### config.mk
export PLATFORM = sky130hd
export DESIGN_NAME = fpu_req_arbiter
export DESIGN_NICKNAME = d
export VERILOG_FILES = /design/src/rtl/fpu_arb_pkg.sv /design/src/rtl/rr_arbiter.sv /design/src/rtl/fpu_req_arbiter.sv
export SDC_FILE = /design/constraint.sdc
export NUM_CORES = 1
export LEC_CHECK = 0
export BUFFER_PORTS_ARGS = -buffer_cell sky130_fd_sc_hd__buf_2
export CORE_AREA = 2 2 98 100
export DETAILED_ROUTE_END_ITERATION = 10
export DIE_AREA = 0 0 100 102
export PLACE_DENSITY_LB_ADDON = 0.05
export SYNTH_ARGS = -nofsm -noshare
export SYNTH_HDL_FRONTEND = slang
export SYNTH_SLANG_ARGS = --single-unit
### constraint.sdc
create_clock -name clk -period 5.2 [get_ports clk]
set_input_delay 0.26 -clock clk [delete_from_list [all_inputs] [get_ports clk]]
set_output_delay 0.26 -clock clk [all_outputs]
set_load 0.005 [all_outputs]
### src/rtl/fpu_arb_pkg.sv
// fpu_arb_pkg: shared types and helpers for the FPU request arbiter.
//   arb_state_t : arbiter FSM states (ARB, HOLD, FLUSH)
//   STATUS_W    : width of the FPU status flags {NV,DZ,OF,UF,NX}
//   id_width()  : requester-ID width, at least one bit
package fpu_arb_pkg;

    typedef enum logic [1:0] {
        ARB   = 2'd0,
        HOLD  = 2'd1,
        FLUSH = 2'd2
    } arb_state_t;

    localparam int unsigned STATUS_W = 5;

    function automatic int unsigned id_width(input int unsigned n);
        return (n <= 1) ? 1 : $clog2(n);
    endfunction

endpackage

### src/rtl/rr_arbiter.sv
// rr_arbiter: pure combinational round-robin priority selector.
//   i_req       : request vector, one bit per requester
//   i_rr_ptr    : highest-priority requester index for this cycle
//   o_grant     : one-hot grant
//   o_grant_idx : index of the granted requester (0 when nothing granted)
//   o_any_grant : at least one request present
module rr_arbiter
    import fpu_arb_pkg::*;
#(
    parameter int unsigned NUM_REQ = 2,
    parameter int unsigned ID_W    = id_width(NUM_REQ)
) (
    input  logic [NUM_REQ-1:0] i_req,
    input  logic [ID_W-1:0]    i_rr_ptr,
    output logic [NUM_REQ-1:0] o_grant,
    output logic [ID_W-1:0]    o_grant_idx,
    output logic               o_any_grant
);

    localparam logic [ID_W:0] NREQ_W = (ID_W + 1)'(NUM_REQ);

    logic [ID_W:0]   w_sum;
    logic [ID_W-1:0] w_idx;

    // Walk offsets 0..NUM_REQ-1 from the pointer; the sum is one bit wider
    // so the wrap-around can be done with a single conditional subtract.
    always_comb begin
        o_grant     = '0;
        o_grant_idx = '0;
        o_any_grant = 1'b0;
        w_sum       = '0;
        w_idx       = '0;
        for (int unsigned i = 0; i < NUM_REQ; i++) begin
            w_sum = {1'b0, i_rr_ptr} + (ID_W + 1)'(i);
            if (w_sum >= NREQ_W) begin
                w_sum = w_sum - NREQ_W;
            end
            w_idx = w_sum[ID_W-1:0];
            if (!o_any_grant && i_req[w_idx]) begin
                o_any_grant    = 1'b1;
                o_grant[w_idx] = 1'b1;
                o_grant_idx    = w_idx;
            end
        end
    end

endmodule

### src/rtl/fpu_req_arbiter.sv
// fpu_req_arbiter: shares one FPU between NUM_REQ requesters.
//   Requester side : req_valid/req_ready/req_operands/req_ctrl in,
//                    rsp_valid (one-hot)/rsp_ready/rsp_result/rsp_status out
//   FPU side       : fpu_in_valid/fpu_in_ready/fpu_operands/fpu_ctrl/fpu_tag/
//                    fpu_flush out, fpu_out_valid/fpu_out_ready/fpu_result/
//                    fpu_status/fpu_tag_o back
//   Control        : flush aborts all in-flight work
//   Observability  : outstanding (in-flight count), busy
// Round-robin grant on the input channel, requester ID carried on the FPU
// tag, results routed back by tag, in-flight ops bounded by a credit count.
module fpu_req_arbiter
    import fpu_arb_pkg::*;
#(
    parameter  int unsigned NUM_REQ         = 2,
    parameter  int unsigned DWIDTH          = 16,
    parameter  int unsigned NUM_OPERANDS    = 3,
    parameter  int unsigned CTRL_W          = 16,
    parameter  int unsigned MAX_OUTSTANDING = 4,
    localparam int unsigned ID_W            = id_width(NUM_REQ)
) (
    input  logic                                   clk,
    input  logic                                   rst,
    input  logic [NUM_REQ-1:0]                     req_valid,
    output logic [NUM_REQ-1:0]                     req_ready,
    input  logic [NUM_REQ*NUM_OPERANDS*DWIDTH-1:0] req_operands,
    input  logic [NUM_REQ*CTRL_W-1:0]              req_ctrl,
    output logic [NUM_REQ-1:0]                     rsp_valid,
    input  logic [NUM_REQ-1:0]                     rsp_ready,
    output logic [DWIDTH-1:0]                      rsp_result,
    output logic [STATUS_W-1:0]                    rsp_status,
    input  logic                                   flush,
    output logic                                   fpu_in_valid,
    input  logic                                   fpu_in_ready,
    output logic [NUM_OPERANDS*DWIDTH-1:0]         fpu_operands,
    output logic [CTRL_W-1:0]                      fpu_ctrl,
    output logic [ID_W-1:0]                        fpu_tag,
    output logic                                   fpu_flush,
    input  logic                                   fpu_out_valid,
    output logic                                   fpu_out_ready,
    input  logic [DWIDTH-1:0]                      fpu_result,
    input  logic [STATUS_W-1:0]                    fpu_status,
    input  logic [ID_W-1:0]                        fpu_tag_o,
    output logic [3:0]                             outstanding,
    output logic                                   busy
);

    localparam int unsigned   OPW    = NUM_OPERANDS * DWIDTH;
    localparam logic [ID_W:0] NREQ_W = (ID_W + 1)'(NUM_REQ);
    localparam logic [3:0]    MAX_W  = 4'(MAX_OUTSTANDING);
    localparam logic [ID_W-1:0] LAST_ID = ID_W'(NUM_REQ - 1);

    arb_state_t      r_state;
    logic [ID_W-1:0] r_rr_ptr;
    logic [ID_W-1:0] r_hold_id;
    logic [3:0]      r_outstanding;

    logic [OPW-1:0]    w_ops  [NUM_REQ];
    logic [CTRL_W-1:0] w_ctrl [NUM_REQ];

    logic [NUM_REQ-1:0] w_arb_req;
    logic [NUM_REQ-1:0] w_arb_grant;
    logic [ID_W-1:0]    w_arb_idx;
    logic               w_arb_any;
    logic               w_can_issue;
    logic [ID_W-1:0]    w_sel_id;
    logic [ID_W-1:0]    w_next_ptr;
    logic               w_in_hs;
    logic               w_out_hs;
    logic               w_tag_ok;

    for (genvar g = 0; g < NUM_REQ; g++) begin : g_split
        assign w_ops[g]  = req_operands[g*OPW +: OPW];
        assign w_ctrl[g] = req_ctrl[g*CTRL_W +: CTRL_W];
    end

    // Credit check uses the registered count: a result returned this cycle
    // only frees its credit for the following cycle.
    assign w_can_issue = (r_outstanding < MAX_W);
    assign w_arb_req   = w_can_issue ? req_valid : '0;

    rr_arbiter #(
        .NUM_REQ (NUM_REQ),
        .ID_W    (ID_W)
    ) u_rr_arbiter (
        .i_req       (w_arb_req),
        .i_rr_ptr    (r_rr_ptr),
        .o_grant     (w_arb_grant),
        .o_grant_idx (w_arb_idx),
        .o_any_grant (w_arb_any)
    );

    assign w_sel_id   = (r_state == HOLD) ? r_hold_id : w_arb_idx;
    assign w_next_ptr = (w_sel_id == LAST_ID) ? '0 : w_sel_id + 1'b1;

    // Outputs are forced low while rst is held so nothing is issued or
    // signalled during reset, independent of the live request inputs.
    always_comb begin
        fpu_in_valid = 1'b0;
        if (!rst) begin
            case (r_state)
                ARB:     fpu_in_valid = w_arb_any;
                HOLD:    fpu_in_valid = 1'b1;
                default: fpu_in_valid = 1'b0;
            endcase
        end
    end

    assign w_in_hs      = fpu_in_valid && fpu_in_ready;
    assign fpu_operands = w_ops[w_sel_id];
    assign fpu_ctrl     = w_ctrl[w_sel_id];
    assign fpu_tag      = w_sel_id;
    assign fpu_flush    = !rst && (r_state == FLUSH);

    always_comb begin
        req_ready = '0;
        if (w_in_hs) begin
            req_ready[w_sel_id] = 1'b1;
        end
    end

    // Response routing. Out-of-range tags and anything arriving in FLUSH are
    // consumed without signalling any requester.
    assign w_tag_ok   = ({1'b0, fpu_tag_o} < NREQ_W);
    assign rsp_result = fpu_result;
    assign rsp_status = fpu_status;

    always_comb begin
        rsp_valid = '0;
        if (!rst && (r_state != FLUSH) && fpu_out_valid && w_tag_ok) begin
            rsp_valid[fpu_tag_o] = 1'b1;
        end
    end

    always_comb begin
        fpu_out_ready = 1'b1;
        if ((r_state != FLUSH) && w_tag_ok) begin
            fpu_out_ready = rsp_ready[fpu_tag_o];
        end
    end

    assign w_out_hs    = fpu_out_valid && fpu_out_ready && (r_state != FLUSH);
    assign outstanding = r_outstanding;
    assign busy        = (r_outstanding != 4'd0) || (r_state != ARB);

    always_ff @(posedge clk) begin
        if (rst) begin
            r_state       <= ARB;
            r_rr_ptr      <= '0;
            r_hold_id     <= '0;
            r_outstanding <= '0;
        end else begin
            if (flush || (r_state == FLUSH)) begin
                r_outstanding <= '0;
            end else if (w_in_hs && !w_out_hs) begin
                r_outstanding <= r_outstanding + 4'd1;
            end else if (w_out_hs && !w_in_hs) begin
                r_outstanding <= r_outstanding - 4'd1;
            end

            if (w_in_hs) begin
                r_rr_ptr <= w_next_ptr;
            end

            case (r_state)
                ARB: begin
                    if (flush) begin
                        r_state <= FLUSH;
                    end else if (fpu_in_valid && !fpu_in_ready) begin
                        r_hold_id <= w_arb_idx;
                        r_state   <= HOLD;
                    end
                end
                HOLD: begin
                    if (flush) begin
                        r_state <= FLUSH;
                    end else if (fpu_in_ready) begin
                        r_state <= ARB;
                    end
                end
                default: r_state <= ARB;
            endcase
        end
    end

    a_hold_valid: assert property (@(posedge clk) disable iff (rst)
        ((r_state == HOLD) && !flush) |-> req_valid[r_hold_id])
        else $error("requester dropped req_valid while held");

    a_credit_ovf: assert property (@(posedge clk) disable iff (rst)
        (w_in_hs && !w_out_hs && !flush) |-> (r_outstanding != MAX_W))
        else $error("outstanding overflow");

    a_credit_udf: assert property (@(posedge clk) disable iff (rst)
        (w_out_hs && !w_in_hs && !flush) |-> (r_outstanding != 4'd0))
        else $error("outstanding underflow");

    a_tag_range: assert property (@(posedge clk) disable iff (rst)
        (fpu_out_valid && (r_state != FLUSH)) |-> w_tag_ok)
        else $error("result tag out of range");

endmodule

==> Word level (Yosys, flattened, before mapping) <==
Cells that the tools add are included.
{ "word_totals": {"latch_bits": 0, "romBits": 0, "reg_bits": 8, "n_memories": 0, "ram_bits": 0, "out_inout_bits": 98, "word_cells": 90} }
{ "classes": {"eq_ne": 5, "n_div": 0, "reduce_logical": 26, "muxes": 37, "n_bitwise": 2, "add_sub_neg": 6, "mul": 0, "order_cmp": 10, "shift": 0} }
{ "ops": {"columns": ["operator", "n"], "rows": [
  ["2-to-1 mux 48 bit", 3],
  ["2-to-1 mux 16 bit", 3],
  ["2-to-1 mux 1 bit", 18],
  ["2-to-1 mux 2 bit", 7],
  ["logical AND 1 bit", 12],
  ["less-than comparator 1 x 2 -> 1 bit, second input constant", 4],
  ["2-to-1 mux 4 bit", 2],
  ["inequality test 3 bit, second input constant", 2],
  ["logical NOT 1 bit", 5],
  ["adder 4 x 1 -> 4 bit, second input constant", 1],
  [">= comparator 2 bit, second input constant", 2],
  ["less-than comparator 4 x 3 -> 1 bit, second input constant", 1],
  ["case mux 2 bit (2 select lines)", 1],
  ["nonzero test 2 bit", 2],
  ["nonzero test 4 bit", 1],
  ["subtractor 4 x 1 -> 4 bit, second input constant", 1],
  ["AND reduction 3 bit", 1],
  ["adder 1 x 1 -> 2 bit, second input constant", 1],
  ["demux 1 bit (select 1 bit)", 2],
  ["== test 2 x 1 -> 1 bit, second input constant", 1],
  ["== test 2 bit, second input constant", 1],
  [">= comparator 1 bit, second input constant", 2],
  [">= comparator 1 x 2 -> 1 bit, second input constant", 1],
  ["logical NOT 2 bit", 1],
  ["other kinds (9)", 11]
]} }

==> Depth between registers and ports, before layout <==
Gate-level depths: netlist of the first run.
{ "depth": {"depth_word": 15, "mapped_depth": 11, "mapped_depth_nobuf": 10} }

==> By module <==
Synthesis of the first run repeated with hierarchy kept, for this count alone.
{ "hier_totals": {"hier_cells": 162, "area_unflattened_um2": 1551.5} }
{ "modules_own_cells": {"columns": ["mod", "area_each_um2", "seq_area_each_um2", "cells_per_inst", "instances"], "rows": [
  ["fpu_req_arbiter", 1519.0, 160.2, 157, 1],
  ["rr_arbiter", 32.5, 0.0, 5, 1]
]} }

==> Worst setup path after synthesis of the first run <==
OpenSTA, ideal clock, no wires.
{ "synth_path": {"kind": "register to register", "from": "reg r_outstanding[2], in the netlist outstanding[2]", "to": "reg r_outstanding[3], in the netlist outstanding[3]", "t_arrival_ps": 2218, "path_buffers": 0, "synth_period_minus_slack_ps": 2276, "setup_ps": 57, "path_slack_ps": 2924, "stages_incl_launch_ff": 11, "path_cell_list": "dfxtp_1 nor2_1 a21oi_1 nor4_1 ha_1 inv_1 ha_1 a21oi_1 a211o_1 a211oi_1 a31o_2"} }
{ "synth_between": {"elab_chain_len": 14, "elab_cells_between_ends": 21, "cone_classes": "add/sub (2); order compare (1); mux (11); reduce/logical (7)"} }
{ "synth_lines": {"columns": ["item", "line", "rtl"], "rows": [
  ["start, declared", "fpu_req_arbiter.sv:55", "logic [3:0] r_outstanding;"],
  ["start signal, assigned", "fpu_req_arbiter.sv:155", "r_outstanding <= r_outstanding + 4'd1;"],
  ["start signal, assigned", "fpu_req_arbiter.sv:157", "r_outstanding <= r_outstanding - 4'd1;"],
  ["less-than comparator 4 x 3 -> 1 bit (*)", "fpu_req_arbiter.sv:78", "assign w_can_issue = (r_outstanding < MAX_W);"],
  ["2-to-1 mux 2 bit (*)", "fpu_req_arbiter.sv:79", "assign w_arb_req = w_can_issue ? req_valid : '0;"],
  ["2-to-1 mux 1 bit (not written as such) (2 in series)", "rr_arbiter.sv:39", "if (!o_any_grant && i_req[w_idx]) begin"],
  ["2-to-1 mux 1 bit", "rr_arbiter.sv:39", null],
  ["logical NOT 1 bit", "rr_arbiter.sv:39", null],
  ["logical AND 1 bit", "rr_arbiter.sv:39", null],
  ["2-to-1 mux 1 bit (*)", "rr_arbiter.sv:39", null],
  ["case mux 1 bit (2 select lines) (*)", "fpu_req_arbiter.sv:100", "case (r_state)"],
  ["2-to-1 mux 1 bit (*)", "fpu_req_arbiter.sv:99", "if (!rst) begin"],
  ["logical AND 1 bit (*)", "fpu_req_arbiter.sv:108", "assign w_in_hs = fpu_in_valid && fpu_in_ready;"],
  ["named net w_in_hs", "fpu_req_arbiter.sv:67", "logic w_in_hs;"],
  ["logical NOT 1 bit", "fpu_req_arbiter.sv:156", "end else if (w_out_hs && !w_in_hs) begin"],
  ["logical AND 1 bit", "fpu_req_arbiter.sv:156", null],
  ["nonzero test 2 bit (no source line)", null, null]
]} }
Mark *: on every way through the listed nets, which the timed path passes. The rest lies on a longest branch. The select of a mux whose other input is x is not followed.
A chain may end at the register's enable or synchronous reset.

==> Final worst setup path of the first run <==
{ "layout_path": {"from": "reg r_state[1]", "to": "out fpu_operands[27]"} }
{ "layout_between": {"elab_chain_len": 6} }
{ "layout_lines": {"columns": ["item", "line", "rtl"], "rows": [
  ["start, declared", "fpu_req_arbiter.sv:52", "arb_state_t r_state;"],
  ["start signal, assigned", "fpu_req_arbiter.sv:147", "r_state <= ARB;"],
  ["start signal, assigned", "fpu_req_arbiter.sv:167", "r_state <= FLUSH;"],
  ["start signal, assigned", "fpu_req_arbiter.sv:170", "r_state <= HOLD;"],
  ["== test 2 x 1 -> 1 bit", "fpu_req_arbiter.sv:92", "assign w_sel_id = (r_state == HOLD) ? r_hold_id : w_arb_idx;"],
  ["2-to-1 mux 1 bit", "fpu_req_arbiter.sv:92", null],
  ["NOT 1 -> 2 bit (not written as such)", "fpu_req_arbiter.sv:109", "assign fpu_operands = w_ops[w_sel_id];"],
  ["2-to-1 mux 48 bit (not written as such) (3 in series)", "fpu_req_arbiter.sv:109", null],
  ["end, declared", "fpu_req_arbiter.sv:34", "output logic [NUM_OPERANDS*DWIDTH-1:0] fpu_operands,"]
]} }
Every way passes these cells. The select of a mux whose other input is x is not followed.

==> results of run 1 <==
-- worst min-delay path by stage --
| stage | from | to | slack [ps] | cells after the start |
|---|---|---|---|---|
| final | flush | r_state[0] | 250 | 2 |
| after global routing | flush | r_state[0] | 260 | 2 |
| after CTS | flush | r_state[0] | 250 | 2 |
| after detailed placement | r_rr_ptr | r_rr_ptr | 480 | 2 |
| after global placement | flush | r_state[0] | 490 | 2 |
| after floorplan | fpu_in_ready | r_state[0] | 340 | 1 |
-- layout make-up --
cell class / count / area (sq um)
fill: 999 / 6590
sequential: 8 / 160
tap: 111 / 139
clock buffer: 3 / 41.3
timing repair buffer: 215 / 1080
multi-input combinational: 117 / 1090
inverter: 4 / 15.0
-- registers in the layout, indices dropped and copies added, names as in the netlist --
| signal | flops |
|---|---|
| r_state | 2 |
| r_hold_id | 1 |
| r_rr_ptr | 1 |
| outstanding | 4 |
-- cells in the mapped netlist, types with 2 or more instances --
cell type,n
mux2_2,64
buf_4,22
nor2_1,9
dfxtp_1,8
a21oi_1,5
buf_6,5
inv_1,4
nand2_1,4
nand3_1,4
ha_1,3
nand2b_1,3
and2_1,2
buf_2,2
clkbuf_1,2
mux2i_1,2
nor3_1,2
nor3b_1,2
nor4_1,2
-- through the flow --
| stage | utilization, % | hold slack, ps |
|---|---|---|
| finish | 27.7 | 246 |
| global route | 27.7 | 257 |
| detailed placement | 27.2 | 475 |
| floorplan | - | 335 |
| CTS | 27.7 | 248 |
| global placement | 27.2 | 493 |
-- critical path, delay by kind of cell, from the launching register on --
kind / cells / cell delay [ps]
AND/OR/NAND/NOR: 1 / 250
flip-flops: 1 / 470
buffers and inverters: 2 / 740
AO/OA/AOI/OAI: 1 / 640
multiplexers: 1 / 420
-- power by group through the flow --
stage	Combinational [mW]	Sequential, mW	Clock, mW
2_1_floorplan	0.137	0.0691	0
3_3_place_gp	0.239	0.0710	0
3_5_place_dp	0.236	0.0707	0
4_1_cts	0.237	0.0696	0.0787
5_1_grt	0.256	0.0702	0.0825
6_report	0.233	0.0696	0.0766
-- routing by layer --
layer  global-route usage [%]  share of wire (%)  vias to the layer above
li1                         -                  -                      928
met1                     12.0                 34                      810
met2                     20.5                 52                      127
met3                     6.09                 14                       12
met4                     2.21               0.84                        0
met5                        0                  0                        -
-- kinds of logic after synthesis --
| group | Yosys count |
|---|---|
| AO/OA/AOI/OAI | 11 |
| XOR/XNOR | 2 |
| adder cells (fa/ha/maj) | 4 |
| buffers and inverters | 35 |
| flip-flops | 8 |
| multiplexers | 66 |
| AND/OR/NAND/NOR | 34 |
==> qor.yml, run 1 <==
placed_design:
  place_area_sq_um: 2480
  gp_congestion: 0.767
  dp.cells: 455
  hpwl_mm: 6.26
  placement.setup.worst_slack_ps: 2370
  numPortBuffers: 214
yosys:
  ys_warn_count: 0
  yosysSeqAreaShare_pct: 10.7
  syn_area_sq_um: 1490
  syn_inst: 160
  synth_simple_gate_area_share_pct: 12.2
  synth.top_cell.area_share_pct: 48.3
  syn_nets: 323
  yosys-top-cells-area: "mux2_2, buf_4, dfxtp_1, buf_6, ha_1"
  synth_flop_cell: "dfxtp_1"
  syn_avg_cell_area_sq_um: 9.32
  synth_top_family_by_area: "multiplexers"
  yosysTopAreaCell: "mux2_2"
  async_flop_share_pct: 0
  synth_compound_area_share_pct: 5.37
  synth_seq_cells: 8
  synthAdderAreaFrac_pct: 3.86
  ys_types: 33
  synth_edf_count: 0
  synth_xor_area_share_pct: 1.17
  synth.area.mux_share_pct: 49.7
detailed_routing:
  wl_per_cell_microns: 15.4
  drtIter0Drc: 35
  vias: 1877
  drtPass1Iterations: 4
  drc: 0
  via_per_inst: 4.10
  antenna_left: 0
  drt-total-wl_mm: 7.05
layout:
  nets: 512
  fin_cells: 458
  final_common_cell: "buf_2"
  syn_to_final_growth_pct: 69.1
  layout_common_cells: "buf_2, mux2_2, nor2_1, dfxtp_1, a21oi_1"
  final_area_sq_um: 2520
  antenna_cells: 0
  drive_gt1_share_pct: 82.1
timing:
  setup_viol: 0
  fin_crit_sh_pct: 58.4
  setup_ws_ps: 2170
  hold_viol: 0
  fin_setup_tns_ps: 0
  finalMaxSlewViolations: 0
  fin_crit_ps: 3030
  rsz0062_at_grt: "no"
  tightest_slew_ps: 773
  skew_ps: 0.638
  slew-limit-headroom_pct: 48.3
  max_freq_mhz: 330
worst_setup_path:
  path_cells: "and3b_1 > a41oi_4 > buf_4 > mux2_2 > buf_2"
  rrSetupSlack_ps: 2520
  critPathMaxFanout: 46
  critPathCapture: "fpu_operands[27]"
  crit_start: "r_state[1]"
  worst-r2r-cell-count: 10
  cp-end-kind: "output port"
  crit_slowest_cell: "a41oi_4"
  critPathArrivalTime_ps: 2770
  reg2reg_to: "outstanding[3]"
  critPathLaunchType: "register"
  rr_startpoint: "outstanding[2]"
  path_class: "register to output port"
  crit_required_ps: 4940
  cp_slowest_stage_delay_ps: 640
power:
  switchingPower_mw: 0.126
  combPwrFrac_pct: 61.5
  pwr-share-seq_pct: 18.3
  ir_worst_vdd_mv: 0.0671
  swShare_pct: 33.1
  p_int_mw: 0.254
  p_leak_nw: 1.37
  p_total_mw: 0.379
  clockPowerShare_pct: 20.2
  powerDensity_nw_per_um2: 150
cts:
  post_cts_resized: 0
  cts_sinks: 8
  cts_hold_buffers: 0
  root_buffer: "clkbuf_8"
  h-tree-depth: 1
  cts_tree: "done"
  clkTransAtPathRegs_ps: 40
  cts_buffers: 3
  post_cts_buffers: 0
  cts.path.max_buffers: 2
  worstSkewPairLatency_ps: 230
run_status:
  status: "complete, no violations"
floorplan:
  fp.dieArea_sq_um: 10200
  initial_core_util_pct: 16.4
  dieWidth_microns: 100
  ioPinCount: 257
  core_area_sq_um: 9110
  die_y_microns: 102
  rows: 35
global_route:
  grt_overflow: 0
  grt_pass1_wl_mm: 9.13
  grt_start_max_net_pins: 47
  globalRouteTotalUtil_pct: 11.4
  grt_pass1_vias: 1754
  antenna_found_initial: 0
min_path:
  hold_class: "input pin to register"
flow_run:
  drv_cap: 0
Power figures use the tool's default switching activity.
==> run 2: changes to the inputs <==
--- a/config.mk
+++ b/config.mk
@@ -5,10 +5,11 @@
 export SDC_FILE = /design/constraint.sdc
 export NUM_CORES = 1
 export LEC_CHECK = 0
+export ABC_AREA = 1
 export BUFFER_PORTS_ARGS = -buffer_cell sky130_fd_sc_hd__buf_2
-export CORE_AREA = 2 2 98 100
+export CORE_AREA = 2 2 101 103
 export DETAILED_ROUTE_END_ITERATION = 10
-export DIE_AREA = 0 0 100 102
+export DIE_AREA = 0 0 103 105
 export PLACE_DENSITY_LB_ADDON = 0.05
 export SYNTH_ARGS = -nofsm -noshare
 export SYNTH_HDL_FRONTEND = slang
==> constraint.sdc (replaced) <==
create_clock -name clk -period 2.96 [get_ports clk]
set_input_delay 0.148 -clock clk [delete_from_list [all_inputs] [get_ports clk]]
set_output_delay 0.148 -clock clk [all_outputs]
set_load 0.005 [all_outputs]
==> run 2 against run 1 <==
Compared with the run above: total power up 86%; synthesized cell count rose by 97%; first-iteration DRC count increased to 2.7 times the previous value; cell area increased by 2.5%; non-clock buffer count rose by 2; worst setup slack lost 1400 ps.
==> qor.yml, run 2 <==
floorplan:
  die_y_microns: 105
  initial_core_util_pct: 16.1
  fp.dieArea_sq_um: 10800
  core_area_sq_um: 9640
  rows: 36
  ioPinCount: 257
  dieWidth_microns: 103
yosys:
  synth_seq_cells: 8
  yosysTopAreaCell: "nand2_1"
  syn_area_sq_um: 1550
  yosysSeqAreaShare_pct: 10.3
  synth.top_cell.area_share_pct: 51.4
  syn_inst: 315
  yosys-top-cells-count: "nand2_1, buf_4, inv_1, nor2_1, dfxtp_1"
  ys_warn_count: 0
  synth_flop_cell: "dfxtp_1"
  yosys-top-cells-area: "nand2_1, buf_4, dfxtp_1, inv_1, nor2_1"
  ys_types: 19
  async_flop_share_pct: 0
  syn_avg_cell_area_sq_um: 4.91
  synth_edf_count: 0
  syn_nets: 478
  yosysMostFrequentCell: "nand2_1"
cts:
  post_cts_buffers: 0
  root_buffer: "clkbuf_8"
  cts_tree: "done"
  cts_buffers: 3
  h-tree-depth: 1
  cts.path.max_buffers: 2
  cts_sinks: 8
  cts_hold_buffers: 0
  worstSkewPairLatency_ps: 230
  clkTransAtPathRegs_ps: 40
  post_cts_resized: 0
worst_setup_path:
  cp-end-kind: "output port"
  crit_required_ps: 2810
  rrSetupSlack_ps: 830
  critPathMaxFanout: 65
  critPathLaunchType: "register"
  critPathArrivalTime_ps: 2050
  worst-r2r-cell-count: 14
  path_class: "register to output port"
min_path:
  hold_path_depth: 2
  hold_class: "input pin to register"
layout:
  final_area_sq_um: 2590
  layout_common_cells: "buf_2, nand2_1, inv_1, nor2_1, dfxtp_1"
  syn_to_final_growth_pct: 67.1
  largest_reg_flops: 4
  drive_gt1_share_pct: 44.8
  final_common_cell: "buf_2"
  fillers: 1171
  nets: 665
  antenna_cells: 0
power:
  p_total_mw: 0.706
  clockPowerShare_pct: 18.5
  switchingPower_mw: 0.287
  p_leak_nw: 1.77
  combPwrFrac_pct: 64.4
  pwr-share-seq_pct: 17.1
  swShare_pct: 40.7
  p_int_mw: 0.419
  powerDensity_nw_per_um2: 273
  ir_worst_vdd_mv: 0.225
placed_design:
  placement.setup.worst_slack_ps: 817
  hpwl_mm: 6.02
  gp_congestion: 0.741
  numPortBuffers: 214
  place_area_sq_um: 2540
timing:
  fin_crit_sh_pct: 74.4
  slew-limit-headroom_pct: 55.6
  finalMaxSlewViolations: 0
  skew_ps: 1.75
  setup_ws_ps: 758
  max_freq_mhz: 454
  fin_setup_tns_ps: 0
  fin_crit_ps: 2200
  hold_viol: 0
  tightest_slew_ps: 665
  rsz0062_at_grt: "no"
  setup_viol: 0
global_route:
  grt_overflow: 0
  grt_pass1_vias: 2288
  grtUsageMet1_pct: 12.2
  top_usage_layer: "met2"
  use_met2_pct: 24.6
  grt_pass1_wl_mm: 10.6
  grt_start_max_net_pins: 66
  grtUsageMet3_pct: 2.47
  globalRouteTotalUtil_pct: 12.0
  antenna_found_initial: 0
detailed_routing:
  wl_per_cell_microns: 11.4
  drtIter0Drc: 96
  drtPass1Iterations: 4
  drc: 0
  vias: 2384
  drt-total-wl_mm: 7.20
  via_per_inst: 3.77
  antenna_left: 0
run_status:
  status: "complete, no violations"
flow_run:
  drv_cap: 0
-- run 2: cell families after synthesis --
family	share of synthesized area (%)
AO/OA/AOI/OAI	2.51
XOR/XNOR	2.26
adder cells (fa/ha/maj)	3.72
buffers and inverters	21.6
flip-flops	10.3
AND/OR/NAND/NOR	59.6
-- run 2: layout make-up --
cell class	instances	area (sq um)	share of cell area, %
Timing Repair Buffer	217	1090	42.3
Clock buffer	3	41.3	1.60
Tap cell	133	166	6.43
Multi-Input combinational cell	255	1060	41.0
Inverter	17	63.8	2.47
Sequential cell	8	160	6.19
-- run 2: worst max-delay path: stages, from the launching register on --
cell and delay, ps:
dfxtp_1 320, inv_1 80, nor2_1 270, nand2_1 150, o21ai_4 90, buf_4 520, nand2_1 110, nand2_1 100
buf_2 110
-- run 2: path summary, 6_finish.rpt --
check | from | end
max reg2reg | outstanding[2] | outstanding[3]
max | r_state[0] | fpu_operands[39]
min | rst | r_state[1]
min reg2reg | r_state[1] | r_state[1]
-- run 2: power by group through the flow --
stage	clock [mW]	sequential, mW	combinational [mW]
finish	0.131	0.121	0.455
detailed placement	0	0.123	0.465
floorplan	0	0.122	0.259
global route	0.140	0.122	0.527
CTS	0.136	0.121	0.467
global placement	0	0.123	0.470
-- run 2: layer usage --
| layer | part of all wire, % | up-vias |
|---|---|---|
| met2 | 53 | 107 |
| met3 | 9.8 | 4 |
| li1 | - | 1286 |
| met1 | 36 | 987 |
| met4 | 0.60 | 0 |
| met5 | 0 | - |
-- run 2: through the flow --
step | util (%) | cells | hold WS (ps)
6_report | 26.8 | 633 | 169
5_1_grt | 26.8 | 633 | 170
4_1_cts | 26.8 | 633 | 156
3_5_place_dp | 26.4 | 630 | 296
3_3_place_gp | 26.4 | 630 | 296
2_1_floorplan | - | 315 | 217
==> run 3: changes to the inputs <==
--- a/config.mk
+++ b/config.mk
@@ -7,9 +7,9 @@
 export LEC_CHECK = 0
 export ABC_AREA = 1
 export BUFFER_PORTS_ARGS = -buffer_cell sky130_fd_sc_hd__buf_2
-export CORE_AREA = 2 2 101 103
+export CORE_AREA = 2 2 98 100
 export DETAILED_ROUTE_END_ITERATION = 10
-export DIE_AREA = 0 0 103 105
+export DIE_AREA = 0 0 100 102
 export PLACE_DENSITY_LB_ADDON = 0.05
 export SYNTH_ARGS = -nofsm -noshare
 export SYNTH_HDL_FRONTEND = slang
==> constraint.sdc (replaced) <==
create_clock -name clk -period 1.9 [get_ports clk]
set_input_delay 0.095 -clock clk [delete_from_list [all_inputs] [get_ports clk]]
set_output_delay 0.095 -clock clk [all_outputs]
set_load 0.005 [all_outputs]
==> run 3 against run 2 <==
Compared with the run above: via count increased by 2.3%; cell area increased by 8.2%; core utilization increased by 3.9 points; combinational power increased by 74%; sequential cell count unchanged; worst hold slack got worse by 54 ps; clock power increased by 52%; global-route usage increased by 0.62 points; critical path depth increased by 1; first-iteration DRC count decreased by 59%; clock skew increased by 1.3 ps; largest cell class unchanged; highest routed layer is now met5.
==> qor.yml, run 3 (synthesis gave the netlist of run 2 again) <==
run_status:
  status: "complete, no violations"
detailed_routing:
  drtPass1Iterations: 4
  antenna_left: 0
  vias: 2439
  drt-total-wl_mm: 7.48
  via_per_inst: 3.88
  drtIter0Drc: 39
  wl_per_cell_microns: 11.9
  drc: 0
flow_run:
  drv_cap: 0
cts:
  cts.path.max_buffers: 2
  cts_sinks: 8
  cts_tree: "done"
  worstSkewPairLatency_ps: 220
  root_buffer: "clkbuf_8"
  cts_buffers: 3
  cts_hold_buffers: 0
  clkTransAtPathRegs_ps: 40
  h-tree-depth: 1
timing:
  tightest_slew_ps: 276
  skew_ps: 3.06
  setup_viol: 0
  setup_ws_ps: 163
  fin_crit_sh_pct: 91.4
  hold_viol: 0
  fin_crit_ps: 1740
  max_freq_mhz: 576
  finalMaxSlewViolations: 0
  slew-limit-headroom_pct: 81.5
worst_setup_path:
  worst-r2r-cell-count: 14
  rr_startpoint: "r_state[1]"
  critPathMaxFanout: 41
  cp-end-kind: "output port"
  crit_required_ps: 1800
  path_class: "register to output port"
  crit_start: "r_state[0]"
  critPathArrivalTime_ps: 1640
  critPathLaunchType: "register"
placed_design:
  gp_congestion: 0.745
  hpwl_mm: 6.26
  numPortBuffers: 214
  placement.setup.worst_slack_ps: -14.9
min_path:
  hold_class: "input pin to register"
  hold_path_depth: 2
  min_from: "rst"
floorplan:
  ioPinCount: 257
  rows: 35
  core_area_sq_um: 9110
  dieWidth_microns: 100
  die_y_microns: 102
  fp.dieArea_sq_um: 10200
  initial_core_util_pct: 17.0
layout:
  finalCoreUtilization_pct: 30.7
  largest_reg_flops: 4
  final-seq-area_sq_um: 164
  fillers: 1074
  drive_gt1_share_pct: 49.1
  layout_common_cells: "buf_2, nand2_1, buf_4, inv_1, nor2_1"
  syn_to_final_growth_pct: 80.8
  final_common_cell: "buf_2"
  nets: 682
  multi_input_area_sq_um: 1130
  antenna_cells: 0
global_route:
  grt_start_max_net_pins: 42
  grt_overflow: 0
  grt_pass1_wl_mm: 10.5
  grt_pass1_vias: 2198
  globalRouteTotalUtil_pct: 12.6
  antenna_found_initial: 1
power:
  powerDensity_nw_per_um2: 421
  ir_worst_vdd_mv: 0.294
  p_leak_nw: 1.87
## run 3: cell count changes in the layout (fill, tap and decap cells not counted), moves of 2 or more
cell	change
buf_6	+3
nand3_2	+3
nand3_1	-3
buf_4	+12
buf_12	+2
inv_4	+2
nor2_1	-2
ha_1	-2
nand2_1	-2
ha_4	+2
inv_1	-2
nand2_2	+2
## run 3: timing repair
| action | in CTS | in global routing |
|---|---|---|
| cloned | 0 | 0 |
| gates resized for setup | 3 | 17 |
| pin swaps | 0 | 4 |
| setup buffers | 0 | 2 |
| setup endpoints to repair | 66 | 68 |
## run 3: final cells by class
cell class | count | area share (%)
repair buffers | 234 | 44.9
multi-input cells | 255 | 40.3
flip-flops and latches | 8 | 5.86
well taps | 111 | 4.96
inverters | 17 | 2.46
clock buffers | 3 | 1.48
## run 3: worst paths after layout
kind	end	slack (ps)
worst min-delay path	r_state[1]	110
worst max-delay path	fpu_operands[24]	160
worst min register to register	r_state[1]	460
worst max register to register	outstanding[3]	170
## run 3: routing by layer
layer	GRT usage [%]	routed length [microns]	up-vias
met1	13.6	2780	1005
li1	-	-	1325
met5	0	13	-
met2	25.6	4050	105
met3	3.15	630	2
met4	1.05	1	2
## run 3: critical path, cell delays in order, from the launching register on
cell     delay [ps]
dfxtp_1         330
inv_1            70
buf_4           150
nor2_4          140
nand2_2          80
o21ai_4         120
buf_12          240
nand2_1         100
nand2_1          70
buf_2           100
## run 3: power breakdown
| part | internal, mW | switching, mW | total, mW |
|---|---|---|---|
| Clock | 0.137 | 0.0623 | 0.199 |
| Sequential | 0.177 | 0.00895 | 0.186 |
| Combinational | 0.400 | 0.393 | 0.793 |
## run 3: per-stage QoR
stage                     area [sq um]  hold WS (ps)  TNS [ps]  std cells  total power [mW]
after floorplan                   1550           164         0        315             0.596
after global placement            2660           190         0        623             0.967
after detailed placement          2660           190     -14.9        623             0.962
after CTS                         2720           107         0        626              1.18
after global routing              2800           117     -17.2        628              1.31
final                             2800           115         0        628              1.18
